**src/rtl/nes_pad_responder_if.sv**
```systemverilog
// Host-side NES pad bus: parallel buttons in, 4021-style latch/pulse/data serial link.
interface nes_pad_responder_if;
    logic [7:0] buttons;
    logic       nes_latch;
    logic       nes_pulse;
    logic       nes_data;
    logic [3:0] bit_count;
    logic       frame_done;

    modport master (
        output buttons,
        output nes_latch,
        output nes_pulse,
        input  nes_data,
        input  bit_count,
        input  frame_done
    );

    modport slave (
        input  buttons,
        input  nes_latch,
        input  nes_pulse,
        output nes_data,
        output bit_count,
        output frame_done
    );
endinterface

```
**src/rtl/nes_pad_responder.sv**
```systemverilog
// 4021-style NES pad emulator: parallel-loads ~buttons while latch is high and
// shifts one bit out per host pulse rising edge on an active-low data line.
module nes_pad_responder #(
    parameter int unsigned SYNC_STAGES = 2,
    parameter logic        FILL_LEVEL  = 1'b0
) (
    input  logic                 clk,
    input  logic                 reset,
    nes_pad_responder_if.slave   pad
);

    localparam int unsigned DATA_W = 8;
    localparam int unsigned CNT_W  = 4;
    localparam logic [CNT_W-1:0] CNT_MAX  = CNT_W'(DATA_W);
    localparam logic [CNT_W-1:0] CNT_LAST = CNT_W'(DATA_W - 1);

    if (SYNC_STAGES < 2 || SYNC_STAGES > 3) begin : g_bad_sync
        $error("nes_pad_responder: SYNC_STAGES must be 2 or 3");
    end

    typedef enum logic [1:0] {
        ST_IDLE  = 2'd0,
        ST_LOAD  = 2'd1,
        ST_SHIFT = 2'd2
    } state_e;

    state_e                  state_q, state_d;
    logic [DATA_W-1:0]       sr_q, sr_d;
    logic [CNT_W-1:0]        cnt_q, cnt_d;
    logic                    done_q, done_d;

    logic [SYNC_STAGES-1:0]  latch_sync_q, latch_sync_d;
    logic [SYNC_STAGES-1:0]  pulse_sync_q, pulse_sync_d;
    logic                    latch_prev_q, pulse_prev_q;

    logic                    latch_s, pulse_s;
    logic                    latch_fall, pulse_rise;

    // Host inputs are asynchronous; edges are taken against one extra registered copy.
    assign latch_sync_d = {latch_sync_q[SYNC_STAGES-2:0], pad.nes_latch};
    assign pulse_sync_d = {pulse_sync_q[SYNC_STAGES-2:0], pad.nes_pulse};
    assign latch_s      = latch_sync_q[SYNC_STAGES-1];
    assign pulse_s      = pulse_sync_q[SYNC_STAGES-1];
    assign latch_fall   = ~latch_s & latch_prev_q;
    assign pulse_rise   = pulse_s & ~pulse_prev_q;

    always_ff @(posedge clk or posedge reset) begin
        if (reset) begin
            latch_sync_q <= '0;
            pulse_sync_q <= '0;
            latch_prev_q <= 1'b0;
            pulse_prev_q <= 1'b0;
        end else begin
            latch_sync_q <= latch_sync_d;
            pulse_sync_q <= pulse_sync_d;
            latch_prev_q <= latch_s;
            pulse_prev_q <= pulse_s;
        end
    end

    always_ff @(posedge clk or posedge reset) begin
        if (reset) begin
            state_q <= ST_IDLE;
            sr_q    <= '1;
            cnt_q   <= '0;
            done_q  <= 1'b0;
        end else begin
            state_q <= state_d;
            sr_q    <= sr_d;
            cnt_q   <= cnt_d;
            done_q  <= done_d;
        end
    end

    // Latch has priority over pulse; a latch in SHIFT abandons the frame silently.
    always_comb begin
        state_d = state_q;
        sr_d    = sr_q;
        cnt_d   = cnt_q;
        done_d  = 1'b0;
        unique case (state_q)
            ST_IDLE: begin
                if (latch_s) begin
                    state_d = ST_LOAD;
                end
            end
            ST_LOAD: begin
                sr_d  = ~pad.buttons;
                cnt_d = '0;
                if (latch_fall) begin
                    state_d = ST_SHIFT;
                end
            end
            ST_SHIFT: begin
                if (latch_s) begin
                    state_d = ST_LOAD;
                end else if (pulse_rise) begin
                    sr_d = {sr_q[DATA_W-2:0], FILL_LEVEL};
                    if (cnt_q < CNT_MAX) begin
                        cnt_d = cnt_q + CNT_W'(1);
                    end
                    if (cnt_q == CNT_LAST) begin
                        done_d = 1'b1;
                    end
                end
            end
            default: begin
                state_d = ST_IDLE;
            end
        endcase
    end

    assign pad.nes_data   = sr_q[DATA_W-1];
    assign pad.bit_count  = cnt_q;
    assign pad.frame_done = done_q;

endmodule

```
**src/flat_wrapper.sv**
```systemverilog
// flat-port wrapper written by rule: the top's interface ports become plain ports
module nes_pad_responder_flat 
#(
    parameter int unsigned SYNC_STAGES = 2,
    parameter logic        FILL_LEVEL  = 1'b0
)
  (clk, reset, pad_buttons, pad_nes_latch, pad_nes_pulse, pad_nes_data, pad_bit_count, pad_frame_done);
  nes_pad_responder_if pad_i ();
  input  logic clk;
  input  logic reset;
  input wire logic [$bits(pad_i.buttons)-1:0] pad_buttons;
  input wire logic [$bits(pad_i.nes_latch)-1:0] pad_nes_latch;
  input wire logic [$bits(pad_i.nes_pulse)-1:0] pad_nes_pulse;
  output wire logic [$bits(pad_i.nes_data)-1:0] pad_nes_data;
  output wire logic [$bits(pad_i.bit_count)-1:0] pad_bit_count;
  output wire logic [$bits(pad_i.frame_done)-1:0] pad_frame_done;
  assign pad_i.buttons = pad_buttons;
  assign pad_i.nes_latch = pad_nes_latch;
  assign pad_i.nes_pulse = pad_nes_pulse;
  assign pad_nes_data = pad_i.nes_data;
  assign pad_bit_count = pad_i.bit_count;
  assign pad_frame_done = pad_i.frame_done;
  nes_pad_responder #(.SYNC_STAGES(SYNC_STAGES), .FILL_LEVEL(FILL_LEVEL)) u_core (.clk(clk), .reset(reset), .pad(pad_i));
endmodule
```
**config.mk**
```make
export PLATFORM = sky130hd
export DESIGN_NAME = nes_pad_responder_flat
export DESIGN_NICKNAME = d
export VERILOG_FILES = /design/src/rtl/nes_pad_responder_if.sv /design/src/rtl/nes_pad_responder.sv /design/src/flat_wrapper.sv
export SDC_FILE = /design/constraint.sdc
export NUM_CORES = 1
export LEC_CHECK = 0
export ABC_AREA = 1
export BUFFER_PORTS_ARGS = -buffer_cell sky130_fd_sc_hd__buf_4
export CAP_MARGIN = 5
export CORE_MARGIN = 1
export CORE_UTILIZATION = 40
export CTS_BUF_LIST = sky130_fd_sc_hd__clkbuf_4 sky130_fd_sc_hd__clkbuf_8
export DETAILED_ROUTE_END_ITERATION = 10
export PLACE_DENSITY = 0.58
export REMOVE_ABC_BUFFERS = 1
export SKIP_LAST_GASP = 1
export SLEW_MARGIN = 40
export SYNTH_ARGS = -nofsm -noshare
export SYNTH_HDL_FRONTEND = slang
export SYNTH_SLANG_ARGS = --single-unit
```
**constraint.sdc**
```tcl
create_clock -name clk -period 1.9 [get_ports clk]
set_input_delay 0 -clock clk [delete_from_list [all_inputs] [get_ports clk]]
set_output_delay 0 -clock clk [all_outputs]
set_load 0.01 [all_outputs]
```
==> results of run 1 <==
## state kept, by name, indices dropped and copies added, names as in the netlist
register and flops:
u_core.pulse_sync_q 2, u_core.pad.bit_count 4, u_core.sr_q 8, u_core.latch_prev_q 1, u_core.state_q 2, u_core.pulse_prev_q 1
u_core.latch_sync_q 2, u_core.pad.frame_done 1
## through the flow
stage                     hold slack (ns)  power (mW)  cells  area (µm²)  setup slack (ns)
after floorplan                   -0.0294        1.26    116        1000             0.442
after global placement              0.110        1.48    163        1180             0.462
after detailed placement            0.110        1.49    163        1180             0.407
after CTS                           0.327        1.73    178        1320             0.374
after global routing                0.280        1.91    178        1320             0.187
final                               0.249        1.72    178        1320             0.378
## cells in the mapped netlist (all sizes together)
cell type / n / share of area, %
dfrtp: 13 / 32
nand4: 1 / 0.61
inv: 9 / 3.3
nand3: 12 / 5.9
nor2: 4 / 1.7
nor3: 1 / 0.49
nand2: 49 / 19
ha: 7 / 8.6
o21ai: 9 / 4.4
dfstp: 8 / 21
nand3b: 2 / 1.5
buf: 3 / 1.7
o21bai: 1 / 0.73
## worst max-delay path: cells and delay by family (launching register included)
kind,cells,cell delay (ns)
simple gates,4,0.64
fa+ha+maj,1,0.27
buf+inv,1,0.12
flops,1,0.45
## path summary, 6_finish.rpt
path                                   startpoint                     end  cells past startpoint
setup / recovery                u_core.state_q[0]          u_core.sr_q[2]                      6
hold reg to reg            u_core.latch_sync_q[0]  u_core.latch_sync_q[1]                      0
min in group clk                    pad_nes_pulse  u_core.pulse_sync_q[0]                      2
max in group asynchronous                   reset          u_core.sr_q[6]                      3
hold / removal                              reset     u_core.pulse_prev_q                      3
setup reg to reg                u_core.state_q[0]          u_core.sr_q[2]                      6
## power by group through the flow
stage	sequential [mW]	clock [mW]	combinational [mW]
final	0.740	0.218	0.761
after global placement	0.745	0	0.738
after detailed placement	0.749	0	0.744
after floorplan	0.737	0	0.525
after CTS	0.740	0.226	0.767
after global routing	0.754	0.249	0.908
## per-layer routing
layer  up-vias  track usage [%]
met4         0             3.95
met3         2             5.22
met2        20             30.6
li1        441                -
met1       375             21.4
met5         -                0
## logic make-up (layout without fill, tap and decap cells)
| group | Yosys count | in the layout |
|---|---|---|
| buffers and inverters | 12 | 43 |
| AND/OR/NAND/NOR | 69 | 69 |
| AO/OA/AOI/OAI | 10 | 10 |
| flip-flops | 21 | 21 |
| adder cells (fa/ha/maj) | 7 | 7 |
## cell type report
cell class | instances | area, µm²
fillers | 204 | 998
well taps | 28 | 35.0
clock inverters | 1 | 5.00
repair buffers | 30 | 253
flip-flops and latches | 21 | 536
clock buffers | 3 | 22.5
inverters | 9 | 33.8
multi-input cells | 86 | 435
## cells in the final DEF (no fill, tap or decap)
cell type,n
nand2_1,46
nand2_2,3
o21bai_1,1
nor3_1,1
nand3b_1,2
inv_2,3
nand3_1,12
dfstp_2,8
o21ai_1,2
nor2_2,1
dlygate4sd3_1,11
buf_4,19
inv_1,6
ha_1,7
o21ai_0,7
dfrtp_1,13
nand4_1,1
clkinv_2,1
nor2_1,3
clkbuf_4,3
==> impl_metrics.env, run 1 <==
export IMPL_status="complete, no violations"
export IMPL_routed_wl_mm=1.96
export IMPL_critPathMostFrequentCell="nand2_1"
export IMPL_period_needed_ns=1.52
export IMPL_syn_to_final_growth_pct=29.1
export IMPL_drc=0
export IMPL_worst_slew_pin_slew_ns=0.434
export IMPL_synth_compound_area_share_pct=5.14
export IMPL_layout_drive_gt1_share_pct=25.3
export IMPL_topRoutingLayerUsed="met4"
export IMPL_regToRegSetupSlack_ns=0.38
export IMPL_drv_cap=0
export IMPL_vias=838
export IMPL_track_usage_pct=17.7
export IMPL_synth_area_um2=1020
export IMPL_fin_nets=170
export IMPL_clock_latency_ns=0.31
export IMPL_rows=17
export IMPL_synthCells=119
export IMPL_gr_total_overflow=0
export IMPL_clock_path_buffers=2
export IMPL_antenna_found_initial=0
export IMPL_critPathLaunchType="register"
export IMPL_num_antenna_cells=0
export IMPL_pin_count=18
export IMPL_p_leak_nw=0.664
export IMPL_ir_drop_mv=0.782
export IMPL_numCtsBuffers=3
export IMPL_cts_resized=0
export IMPL_endpoint_kind="register"
export IMPL_hold_buffers=11
export IMPL_ys_seq_area_share_pct=52.4
export IMPL_arrival_ns=1.78
export IMPL_slew_violations=0
export IMPL_initial_utilization_pct=44.1
export IMPL_crit_chain="inv_1 > ha_1 > nand2_2 > nand2_1 > nand2_1 > nand2_1"
export IMPL_clkTransAtPathRegs_ns=0.12
export IMPL_yosys_warnings=0
export IMPL_met1_length_um=970
export IMPL_yosys_area_share_adder_pct=8.57
export IMPL_finalSetupViolCount=0
export IMPL_max_stage_delay_ns=0.45
export IMPL_grt_pass1_wl_mm=3.49
export IMPL_place_port_buffers=17
export IMPL_cts_tree="done"
export IMPL_synth_top_family_by_area="simple AND/OR/NAND/NOR gates"
export IMPL_dieWidth_um=52.6
export IMPL_crit_slowest_cell="dfrtp_1"
export IMPL_post_cts_setup_buffers=0
export IMPL_drt_first_iter_violations=18
export IMPL_fmax_mhz=657
export IMPL_cts_root_buf="clkbuf_4"
export IMPL_post_drt_wl_per_cell_um=11.0
export IMPL_hpwl_mm=1.35
export IMPL_p_sw_mw=0.692
export IMPL_cts_max_level=1
export IMPL_route_met2_wl_um=909
export IMPL_p_comb_share_pct=44.3
export IMPL_syn_mean_instance_area_um2=8.59
export IMPL_synth_simple_area_share_pct=28.9
export IMPL_powerDensity_nw_per_um2=1300
export IMPL_crit_required_ns=2.16
export IMPL_synth_cell_types=18
export IMPL_synthXorXnorAreaFrac_pct=0
export IMPL_synth_seq_cells=21
export IMPL_grt_pass1_vias=825
export IMPL_first_pass_iters=5
export IMPL_seq_power_share_pct=43.1
export IMPL_power_frac_clock_pct=12.7
export IMPL_clock_sinks=21
export IMPL_gp_congestion=0.756
export IMPL_p_int_mw=1.03
export IMPL_swShare_pct=40.3
export IMPL_ant_nets=0
export IMPL_die_height_um=52.6
export IMPL_vias_per_cell=4.71
export IMPL_finalHoldViolCount=0
export IMPL_path_class="reg2reg"
export IMPL_yosys_mux_area_fraction_pct=0
export IMPL_timing_final_crit_share_pct=80.1
export IMPL_grt_setup_unrepaired="false"
export IMPL_coreArea_um2=2320
export IMPL_cp_max_fo=14
export IMPL_holdCritPathClass="in2async"
export IMPL_relSlewSlack_pct=71.1
export IMPL_met3_length_um=69
export IMPL_die_area_um2=2760
export IMPL_final_util_pct=56.9
export IMPL_totalNegativeSetupSlack_ns=0
export IMPL_clock_skew_ns=0.00890
export IMPL_grt_max_degree=22
Power figures use the tool's default switching activity.
==> run 2: changes to the inputs <==
PLACE_DENSITY = 0.61   (was 0.58)
clock period = 1.28 ns   (was 1.9 ns; I/O delays follow)
==> impl_metrics.env, run 2 (synthesis results as in run 1) <==
export IMPL_swShare_pct=39.9
export IMPL_num_antenna_cells=0
export IMPL_drv_cap=0
export IMPL_path_class="reg2reg"
export IMPL_p_leak_nw=0.691
export IMPL_routed_wl_mm=2.04
export IMPL_fin_cells=183
export IMPL_place_port_buffers=17
export IMPL_p_sw_mw=1.10
export IMPL_path_depth=6
export IMPL_cts_root_buf="clkbuf_4"
export IMPL_worst_slew_pin_slew_ns=0.263
export IMPL_cts_max_level=1
export IMPL_regToRegSetupSlack_ns=0.04
export IMPL_powerDensity_nw_per_um2=1990
export IMPL_critical_path_top_delay_family="flip-flops"
export IMPL_track_usage_pct=17.6
export IMPL_seq_power_share_pct=39.5
export IMPL_status="complete, no violations"
export IMPL_p_int_mw=1.66
export IMPL_ant_nets=0
export IMPL_regMostFlops="u_core.sr_q"
export IMPL_holdCritPathClass="in2async"
export IMPL_grt_pass1_wl_mm=3.51
export IMPL_fin_nets=175
export IMPL_hpwl_mm=1.41
export IMPL_die_area_um2=2760
export IMPL_coreArea_um2=2320
export IMPL_power_frac_clock_pct=12.6
export IMPL_cp_max_fo=5
export IMPL_p_comb_share_pct=47.9
export IMPL_relSlewSlack_pct=82.5
export IMPL_crit_chain="inv_1 > ha_1 > o21ai_2 > nand2_2 > nand2_1 > o21ai_1"
export IMPL_ir_drop_mv=1.10
export IMPL_finalHoldViolCount=0
export IMPL_gr_total_overflow=0
export IMPL_rows=17
export IMPL_period_needed_ns=1.24
export IMPL_max_stage_delay_ns=0.44
export IMPL_clock_path_buffers=2
export IMPL_dp_cells=168
export IMPL_grt_setup_unrepaired="true"
export IMPL_vias=897
export IMPL_largest_register_ffs=8
export IMPL_post_drt_wl_per_cell_um=11.1
export IMPL_crit_required_ns=1.48
export IMPL_grt_pass1_vias=888
export IMPL_slew_violations=0
export IMPL_arrival_ns=1.44
export IMPL_clock_latency_ns=0.31
export IMPL_grt_max_degree=22
export IMPL_final_common_cell="nand2_1"
export IMPL_finalSetupViolCount=0
export IMPL_antenna_found_initial=0
export IMPL_layout_drive_gt1_share_pct=31.0
export IMPL_final_cell_mix="44 x nand2_1, 24 x buf_4, 12 x nand3_1, 12 x dfrtp_1, 11 x dlygate4sd3_1"
export IMPL_syn_to_final_growth_pct=36.0
export IMPL_crit_slowest_cell="dfrtp_2"
export IMPL_clock_skew_ns=0.00349
export IMPL_vias_per_cell=4.90
export IMPL_cts_tree="done"
export IMPL_initial_utilization_pct=44.1
export IMPL_path_buf_inv=1
export IMPL_die_height_um=52.6
export IMPL_reg2reg_depth=6
export IMPL_clock_sinks=21
export IMPL_pin_count=18
export IMPL_gp_congestion=0.790
export IMPL_first_pass_iters=4
export IMPL_numCtsBuffers=3
export IMPL_drc=0
export IMPL_drt_first_iter_violations=8
export IMPL_fmax_mhz=807
export IMPL_dieWidth_um=52.6
export IMPL_clkTransAtPathRegs_ns=0.12
export IMPL_endpoint_kind="register"
export IMPL_timing_final_crit_share_pct=96.8
export IMPL_totalNegativeSetupSlack_ns=0
export IMPL_critPathLaunchType="register"
export IMPL_power_mw=2.76
[run 2: cell count changes in the layout (fill, tap and decap cells not counted), sizes merged]
cell    change
clkinv      -1
buf         +5
clkbuf      +1
[run 2: final timing paths]
path | startpoint | endpoint
hold reg to reg | u_core.pulse_sync_q[0] | u_core.pulse_sync_q[1]
min in group clk | pad_nes_pulse | u_core.pulse_sync_q[0]
max in group asynchronous | reset | u_core.sr_q[1]
setup / recovery | u_core.state_q[1] | u_core.state_q[0]
hold / removal | reset | u_core.pad.bit_count[1]
setup reg to reg | u_core.state_q[1] | u_core.state_q[0]
[run 2: cell type report]
cell class	instances	area (µm²)
Clock buffer	4	30.0
Timing Repair Buffer	35	290
Inverter	9	36.3
Tap cell	28	35.0
Sequential cell	21	537
Fill cell	204	928
Multi-Input combinational cell	86	462
[run 2: power by group through the flow]
stage	clock, mW	sequential, mW	combinational (mW)
finish	0.347	1.09	1.32
global route	0.391	1.12	1.51
CTS	0.358	1.09	1.29
detailed placement	0	1.09	1.22
global placement	0	1.09	1.18
floorplan	0	1.09	0.780
[run 2: repair_timing]
action	in CTS	in global routing
resized for setup	5	8
setup endpoints to repair	12	14
setup buffers	0	0
hold buffers	11	0
endpoints found under the hold margin	31	0
[run 2: worst reg2reg max path, stage by stage (launching register included)]
cell	delay [ns]
dfrtp_2	0.44
inv_1	0.10
ha_1	0.22
o21ai_2	0.17
nand2_2	0.08
nand2_1	0.06
o21ai_1	0.06
[run 2: metal layers]
metal	up-vias	wire length [µm]	global-route usage, %
li1	449	-	-
met1	424	943	20.2
met2	18	994	30.8
met3	6	48	2.61
met4	0	50	10.1
met5	-	0	0
[run 2: stage by stage]
step | util [%] | hold slack [ns] | worst slack, ns | instance area (µm²)
final | 60.0 | 0.272 | 0.0407 | 1390
after global routing | 60.0 | 0.291 | -0.0670 | 1390
after CTS | 59.4 | 0.274 | 0.0280 | 1380
after detailed placement | 52.6 | 0.0631 | -0.0656 | 1220
after global placement | 52.6 | 0.0508 | 0.00478 | 1220
after floorplan | - | -0.0294 | -0.178 | 1000
